<file path="src/rtl/risc32_pkg.sv">
// Shared definitions for the RISC32 interrupt controller: FSM states,
// config register map and the vector address helper.
package risc32_pkg;

   typedef enum logic [1:0] {
      ST_IDLE    = 2'd0,
      ST_REQ     = 2'd1,
      ST_SERVICE = 2'd2
   } intc_state_e;

   localparam logic [1:0] INTC_ENABLE  = 2'd0;
   localparam logic [1:0] INTC_PENDING = 2'd1;
   localparam logic [1:0] INTC_ACTIVE  = 2'd2;
   localparam logic [1:0] INTC_CTRL    = 2'd3;

   localparam int GIE = 0;

   // Handler address wraps modulo 2^32.
   function automatic logic [31:0] intc_vector(input logic [31:0] base,
                                               input logic [4:0]  id);
      return base + {25'd0, id, 2'b00};
   endfunction

endpackage

</file>
<file path="src/rtl/risc32_prio_enc.sv">
// Lowest-index-first priority encoder over the interrupt candidate set.
module risc32_prio_enc #(
   parameter int NUM_IRQ = 8
) (
   input  logic [NUM_IRQ-1:0] req,
   output logic [4:0]         id,
   output logic               valid
);

   always_comb begin
      id    = 5'd0;
      valid = |req;
      // Walk downwards so the lowest set index is the last one written.
      for (int i = NUM_IRQ - 1; i >= 0; i--) begin
         if (req[i]) begin
            id = 5'(i);
         end
      end
   end

endmodule

</file>
<file path="src/rtl/risc32_intc.sv">
// Edge-captured, fixed-priority interrupt controller with a req/ack/eoi
// handshake toward the core and a 4-register config interface.
module risc32_intc
   import risc32_pkg::*;
#(
   parameter int          NUM_IRQ     = 8,
   parameter logic [31:0] VECTOR_BASE = 32'h0000_0100
) (
   input  logic               clk,
   input  logic               reset,
   input  logic [NUM_IRQ-1:0] irq_in,
   output logic               interrupt,
   input  logic               interrupt_ack,
   input  logic               eoi,
   output logic [4:0]         irq_id,
   output logic [31:0]        vector,
   input  logic               cfg_we,
   input  logic [1:0]         cfg_addr,
   input  logic [31:0]        cfg_wdata,
   output logic [31:0]        cfg_rdata
);

   intc_state_e        state_q, state_d;
   logic [NUM_IRQ-1:0] irq_prev_q, irq_prev_d;
   logic [NUM_IRQ-1:0] enable_q, enable_d;
   logic [NUM_IRQ-1:0] pending_q, pending_d;
   logic [NUM_IRQ-1:0] active_q, active_d;
   logic               gie_q, gie_d;
   logic               interrupt_q, interrupt_d;
   logic [4:0]         irq_id_q, irq_id_d;
   logic [31:0]        vector_q, vector_d;

   logic [NUM_IRQ-1:0] rise;
   logic [NUM_IRQ-1:0] cand;
   logic [NUM_IRQ-1:0] id_mask;
   logic [NUM_IRQ-1:0] wr_mask;
   logic [4:0]         win_id;
   logic               win_vld;
   logic               ack_take;
   logic               req_stale;

   risc32_prio_enc #(
      .NUM_IRQ (NUM_IRQ)
   ) u_prio_enc (
      .req   (cand),
      .id    (win_id),
      .valid (win_vld)
   );

   always_comb begin
      rise       = irq_in & ~irq_prev_q;
      irq_prev_d = irq_in;
      cand       = pending_q & enable_q;
      id_mask    = NUM_IRQ'(1) << irq_id_q;
      wr_mask    = cfg_wdata[NUM_IRQ-1:0];
      ack_take   = (state_q == ST_REQ) && interrupt_ack;
      req_stale  = ((pending_q & id_mask) == '0) ||
                   ((enable_q & id_mask) == '0) || !gie_q;
   end

   always_comb begin
      enable_d = enable_q;
      gie_d    = gie_q;
      if (cfg_we && (cfg_addr == INTC_ENABLE)) begin
         enable_d = wr_mask;
      end
      if (cfg_we && (cfg_addr == INTC_CTRL)) begin
         gie_d = cfg_wdata[GIE];
      end
   end

   // A fresh edge is OR-ed in last so it beats both W1C and the ack clear.
   always_comb begin
      pending_d = pending_q;
      if (cfg_we && (cfg_addr == INTC_PENDING)) begin
         pending_d = pending_d & ~wr_mask;
      end
      if (ack_take) begin
         pending_d = pending_d & ~id_mask;
      end
      pending_d = pending_d | rise;
   end

   always_comb begin
      state_d     = state_q;
      active_d    = active_q;
      interrupt_d = interrupt_q;
      irq_id_d    = irq_id_q;
      vector_d    = vector_q;
      case (state_q)
         ST_IDLE: begin
            if (gie_q && win_vld) begin
               irq_id_d    = win_id;
               vector_d    = intc_vector(VECTOR_BASE, win_id);
               interrupt_d = 1'b1;
               state_d     = ST_REQ;
            end
         end
         ST_REQ: begin
            if (interrupt_ack) begin
               active_d    = id_mask;
               interrupt_d = 1'b0;
               state_d     = ST_SERVICE;
            end else if (req_stale) begin
               interrupt_d = 1'b0;
               state_d     = ST_IDLE;
            end
         end
         ST_SERVICE: begin
            if (eoi) begin
               active_d = '0;
               state_d  = ST_IDLE;
            end
         end
         default: begin
            state_d     = ST_IDLE;
            interrupt_d = 1'b0;
            active_d    = '0;
         end
      endcase
   end

   always_ff @(posedge clk or negedge reset) begin
      if (!reset) begin
         state_q     <= ST_IDLE;
         irq_prev_q  <= '0;
         enable_q    <= '0;
         pending_q   <= '0;
         active_q    <= '0;
         gie_q       <= 1'b0;
         interrupt_q <= 1'b0;
         irq_id_q    <= 5'd0;
         vector_q    <= 32'h0;
      end else begin
         state_q     <= state_d;
         irq_prev_q  <= irq_prev_d;
         enable_q    <= enable_d;
         pending_q   <= pending_d;
         active_q    <= active_d;
         gie_q       <= gie_d;
         interrupt_q <= interrupt_d;
         irq_id_q    <= irq_id_d;
         vector_q    <= vector_d;
      end
   end

   always_comb begin
      cfg_rdata = 32'h0;
      case (cfg_addr)
         INTC_ENABLE:  cfg_rdata = 32'(enable_q);
         INTC_PENDING: cfg_rdata = 32'(pending_q);
         INTC_ACTIVE:  cfg_rdata = 32'(active_q);
         INTC_CTRL:    cfg_rdata = {31'd0, gie_q};
         default:      cfg_rdata = 32'h0;
      endcase
   end

   assign interrupt = interrupt_q;
   assign irq_id    = irq_id_q;
   assign vector    = vector_q;

endmodule

</file>
<file path="config.mk">
export PLATFORM = sky130hd
export DESIGN_NAME = risc32_intc
export DESIGN_NICKNAME = d
export VERILOG_FILES = /design/src/rtl/risc32_pkg.sv /design/src/rtl/risc32_prio_enc.sv /design/src/rtl/risc32_intc.sv
export SDC_FILE = /design/constraint.sdc
export NUM_CORES = 1
export LEC_CHECK = 0
export CAP_MARGIN = 25
export CORE_MARGIN = 8
export CORE_UTILIZATION = 35
export CTS_CLUSTER_SIZE = 14
export DETAILED_ROUTE_END_ITERATION = 6
export PLACE_DENSITY_LB_ADDON = 0.1
export SYNTH_ARGS = -nofsm -noshare
export SYNTH_HDL_FRONTEND = slang
export SYNTH_SLANG_ARGS = --single-unit
</file>
<file path="constraint.sdc">
create_clock -name clk -period 2.1 [get_ports clk]
set_input_delay 0.315 -clock clk [delete_from_list [all_inputs] [get_ports clk]]
set_output_delay 0.315 -clock clk [all_outputs]
set_load 0.02 [all_outputs]
</file>
==> impl_metrics.sql <==
INSERT INTO impl_metrics (metric_group, metric, value, unit) VALUES
('outcome', 'result_of_the_run', 'complete, no violations', ''),
('sta', 'period_share', '0.9448', ''),
('grt', 'grt_pass1_vias', '1745', ''),
('floorplanning', 'die-height', '98.87', 'µm'),
('floorplanning', 'fp.dieArea', '9775', 'µm²'),
('critical_path', 'timing.critical_path.from_type', 'input port', ''),
('floorplanning', 'effective_utilization_at_floorplan', '0.3577', ''),
('critical_path', 'crit_slowest_cell', 'sky130_fd_sc_hd__clkdlybuf4s50_1', ''),
('layout', 'insertedDiodeCount', '0', ''),
('power', 'seqPwrFrac', '0.397', ''),
('power', 'worst_ir_drop_vdd', '0.3782', 'mV'),
('floorplanning', 'ioPinCount', '117', ''),
('clocking', 'cts_root_buf', 'sky130_fd_sc_hd__clkbuf_8', ''),
('run', 'cap_violations', '0', ''),
('layout', 'filler_cell_count', '710', ''),
('floorplanning', 'core_area', '6719', 'µm²'),
('sta', 'max_freq', '504.0', 'MHz'),
('clocking', 'tritoncts_clock_tree', 'built', ''),
('power', 'logic_gate_share_of_total_power', '0.376', ''),
('power', 'p_leak', '1.396', 'nW'),
('placed_design', 'place_hpwl', '4583', 'µm'),
('sta', 'timing.setup.tns', '0', 'ps'),
('critical_path', 'critPathTopFamily', 'buffers and inverters', ''),
('yosys', 'seq_area_frac_synth', '0.4164', ''),
('hold_path', 'worst_hold_path_type', 'flop to flop', ''),
('floorplanning', 'num_rows', '30', ''),
('power', 'p_sw', '0.001148', 'W'),
('layout', 'final_net_count', '341', ''),
('yosys', 'ys.warnings.count', '0', ''),
('sta', 'hold_ws', '408.0', 'ps'),
('critical_path', 'regToRegEndpoint', 'interrupt', ''),
('placed_design', 'gp_congestion', '0.7538', ''),
('power', 'power.internal', '0.001915', 'W'),
('critical_path', 'worst-path-max-fanout', '5', ''),
('critical_path', 'worst-r2r-setup-slack', '310', 'ps'),
('power', 'clock_power_share', '0.227', ''),
('grt', 'grt_use_total', '0.1184', ''),
('power', 'power_per_cell_area', '1074', 'nW/µm²'),
('route', 'detail_route.first_pass.iterations', '4', ''),
('hold_path', 'timing.hold.worst_path_depth', '1', ''),
('critical_path', 'critical_path.n_buffers_inverters', '3', ''),
('hold_path', 'hold_path_startpoint', 'irq_prev_q[1]', ''),
('route', 'routed_wirelength', '5742', 'µm'),
('route', 'detail-route-antenna-nets', '0', ''),
('grt', 'antenna_violations_before_repair', '0', ''),
('yosys', 'synth.ff_latch_count', '40', ''),
('clocking', 'h-tree-depth', '2', ''),
('sta', 'rsz_0062_raised_after_global_routing', 'false', ''),
('critical_path', 'timing.critical_path.required', '1780', 'ps'),
('layout', 'final-seq-area', '1001', 'µm²'),
('yosys', 'post_synth_instance_area', '2404', 'µm²'),
('clocking', 'cts_buffers', '5', ''),
('critical_path', 'endpoint_kind', 'output pin', ''),
('placed_design', 'numPlacedInstances', '366', ''),
('sta', 'final.setup_skew', '5.933', 'ps'),
('grt', 'grt.busiest_layer', 'met2', ''),
('critical_path', 'worstRegToRegCells', '4', ''),
('grt', 'grt_use_met1', '0.1438', ''),
('critical_path', 'crit_path_cell_trace', 'clkdlybuf4s50_1 > buf_4 > mux4_2 > dlygate4sd2_1', ''),
('clocking', 'clkSinkCount', '40', ''),
('layout', 'layoutNonFillerInstCount', '375', ''),
('clocking', 'clock_latency', '300', 'ps'),
('grt', 'grt_max_degree', '22', ''),
('sta', 'setup_violations', '0', ''),
('grt', 'gr-total-overflow', '0', ''),
('sta', 'worst_pin_slew', '510.2', 'ps'),
('layout', 'area_of_the_multi_input_gates', '1106', 'µm²'),
('critical_path', 'setup.worst_path.start', 'cfg_addr[0]', ''),
('sta', 'hold_violations', '0', ''),
('yosys', 'ys_types', '40', ''),
('route', 'detailedRoute.firstIterationViolations', '83', '');
[through the flow]
stage | util | setup slack (ps) | cell area (µm²) | total power (W)
final | 0.4246 | 115.9 | 2853 | 0.003063
after global routing | 0.4246 | 54.26 | 2853 | 0.003249
after CTS | 0.4266 | 4.850 | 2867 | 0.003093
after detailed placement | 0.4074 | -287.8 | 2738 | 0.002414
after global placement | 0.4074 | -297.0 | 2738 | 0.002397
after floorplan | - | 406.8 | 2603 | 0.002045
[what timing repair did]
action | in CTS | in global routing
pin swaps | 0 | 0
gates resized for setup | 10 | 12
hold buffers | 1 | 0
endpoints found under the hold margin | 1 | 0
endpoints found under the setup margin | 8 | 6
[registers in the layout (all words and copies together) (netlist names)]
register / count
pending_q: 8
irq_prev_q: 8
vector: 2
irq_id: 2
interrupt: 1
active_q: 8
state_q: 2
gie_q: 1
enable_q: 8
[placed cells by master (no fill, tap or decap), types with 5 or more instances in the layout]
| master | n |
|---|---|
| sky130_fd_sc_hd__conb_1 | 54 |
| sky130_fd_sc_hd__a21o_1 | 6 |
| sky130_fd_sc_hd__o22ai_1 | 5 |
| sky130_fd_sc_hd__nand2_1 | 37 |
| sky130_fd_sc_hd__buf_4 | 14 |
| sky130_fd_sc_hd__clkdlybuf4s50_1 | 28 |
| sky130_fd_sc_hd__dfrtp_1 | 40 |
| sky130_fd_sc_hd__clkbuf_8 | 7 |
| sky130_fd_sc_hd__o21ai_0 | 8 |
| sky130_fd_sc_hd__inv_1 | 8 |
| sky130_fd_sc_hd__nor2_1 | 5 |
| sky130_fd_sc_hd__mux2i_1 | 8 |
| sky130_fd_sc_hd__a21oi_1 | 6 |
| sky130_fd_sc_hd__mux2_1 | 11 |
[worst register-to-register path, delay by kind of cell, from the launching register on]
kind | cells | cell delay (ps)
compound gates | 2 | 210
flops | 1 | 610
mux | 2 | 840
[power by group through the flow]
stage | sequential [W] | clock, W | combinational [W]
after floorplan | 0.00115 | 0 | 0.000894
after global placement | 0.00123 | 0 | 0.00117
after detailed placement | 0.00123 | 0 | 0.00118
after CTS | 0.00122 | 0.000712 | 0.00116
after global routing | 0.00125 | 0.000740 | 0.00125
final | 0.00121 | 0.000696 | 0.00115
[kinds of logic (layout without fill, tap and decap cells)]
logic type,count (synthesis),in the layout,synth area share
simple gates,67,67,0.1416
mux,23,23,0.1145
other cells,1,54,0.001560
buf+inv,72,70,0.2061
flops,40,40,0.4164
compound gates,41,41,0.1197
[synth_stat cells]
master / count / share of area
sky130_fd_sc_hd__a22oi_1: 4 / 0.012
sky130_fd_sc_hd__and3b_1: 1 / 0.0036
sky130_fd_sc_hd__inv_1: 8 / 0.012
sky130_fd_sc_hd__nor3b_2: 1 / 0.0052
sky130_fd_sc_hd__nor2b_1: 2 / 0.0052
sky130_fd_sc_hd__o221ai_1: 1 / 0.0036
sky130_fd_sc_hd__a21oi_1: 6 / 0.012
sky130_fd_sc_hd__nand3_1: 3 / 0.0062
sky130_fd_sc_hd__nand2_1: 37 / 0.058
sky130_fd_sc_hd__nor2_1: 5 / 0.0078
sky130_fd_sc_hd__mux2i_1: 8 / 0.033
sky130_fd_sc_hd__or3b_1: 2 / 0.0073
sky130_fd_sc_hd__a21oi_2: 1 / 0.0036
sky130_fd_sc_hd__o21ai_1: 2 / 0.0042
sky130_fd_sc_hd__nor3_1: 2 / 0.0042
sky130_fd_sc_hd__mux2_1: 11 / 0.052
sky130_fd_sc_hd__nand2b_1: 4 / 0.010
sky130_fd_sc_hd__mux2_4: 1 / 0.0062
sky130_fd_sc_hd__or3_1: 1 / 0.0026
sky130_fd_sc_hd__clkbuf_1: 3 / 0.0047
sky130_fd_sc_hd__nor4bb_1: 1 / 0.0042
sky130_fd_sc_hd__buf_2: 3 / 0.0062
sky130_fd_sc_hd__nor3b_1: 2 / 0.0062
sky130_fd_sc_hd__mux4_2: 2 / 0.019
sky130_fd_sc_hd__nand4bb_1: 1 / 0.0047
sky130_fd_sc_hd__o31ai_1: 1 / 0.0031
sky130_fd_sc_hd__o21ai_0: 8 / 0.017
sky130_fd_sc_hd__o311ai_2: 1 / 0.0068
sky130_fd_sc_hd__a222oi_1: 1 / 0.0042
sky130_fd_sc_hd__nand4b_1: 1 / 0.0036
sky130_fd_sc_hd__nand3b_1: 4 / 0.012
sky130_fd_sc_hd__a32o_1: 4 / 0.017
sky130_fd_sc_hd__o22ai_1: 5 / 0.013
sky130_fd_sc_hd__a41o_1: 1 / 0.0042
sky130_fd_sc_hd__a21o_1: 6 / 0.019
sky130_fd_sc_hd__mux2_2: 1 / 0.0047
sky130_fd_sc_hd__conb_1: 1 / 0.0016
sky130_fd_sc_hd__dfrtp_1: 40 / 0.42
sky130_fd_sc_hd__buf_4: 57 / 0.18
sky130_fd_sc_hd__buf_6: 1 / 0.0047
[final cells by class]
| type | instances | share of cell area |
|---|---|---|
| tap | 80 | 0.03509 |
| clock buffer | 7 | 0.03377 |
| multi-input combinational | 185 | 0.3877 |
| timing repair buffer | 54 | 0.1715 |
| inverter | 8 | 0.01053 |
| sequential | 40 | 0.3509 |
| clock inverter | 1 | 0.01053 |
[per-layer routing]
layer	routed length [µm]	part of all wire
met2	2720	0.47
met3	458	0.080
met1	2509	0.44
met5	0	0
met4	53	0.0092
[worst max path at each step]
| stage | depth (start not counted) | end |
|---|---|---|
| final | 4 | cfg_rdata[0] |
| after global routing | 1 | vector[3] |
| after detailed placement | 6 | cfg_rdata[5] |
| after floorplan | 5 | interrupt |
| after CTS | 6 | cfg_rdata[3] |
| after global placement | 6 | cfg_rdata[3] |
(Power assumes the default switching activity.)
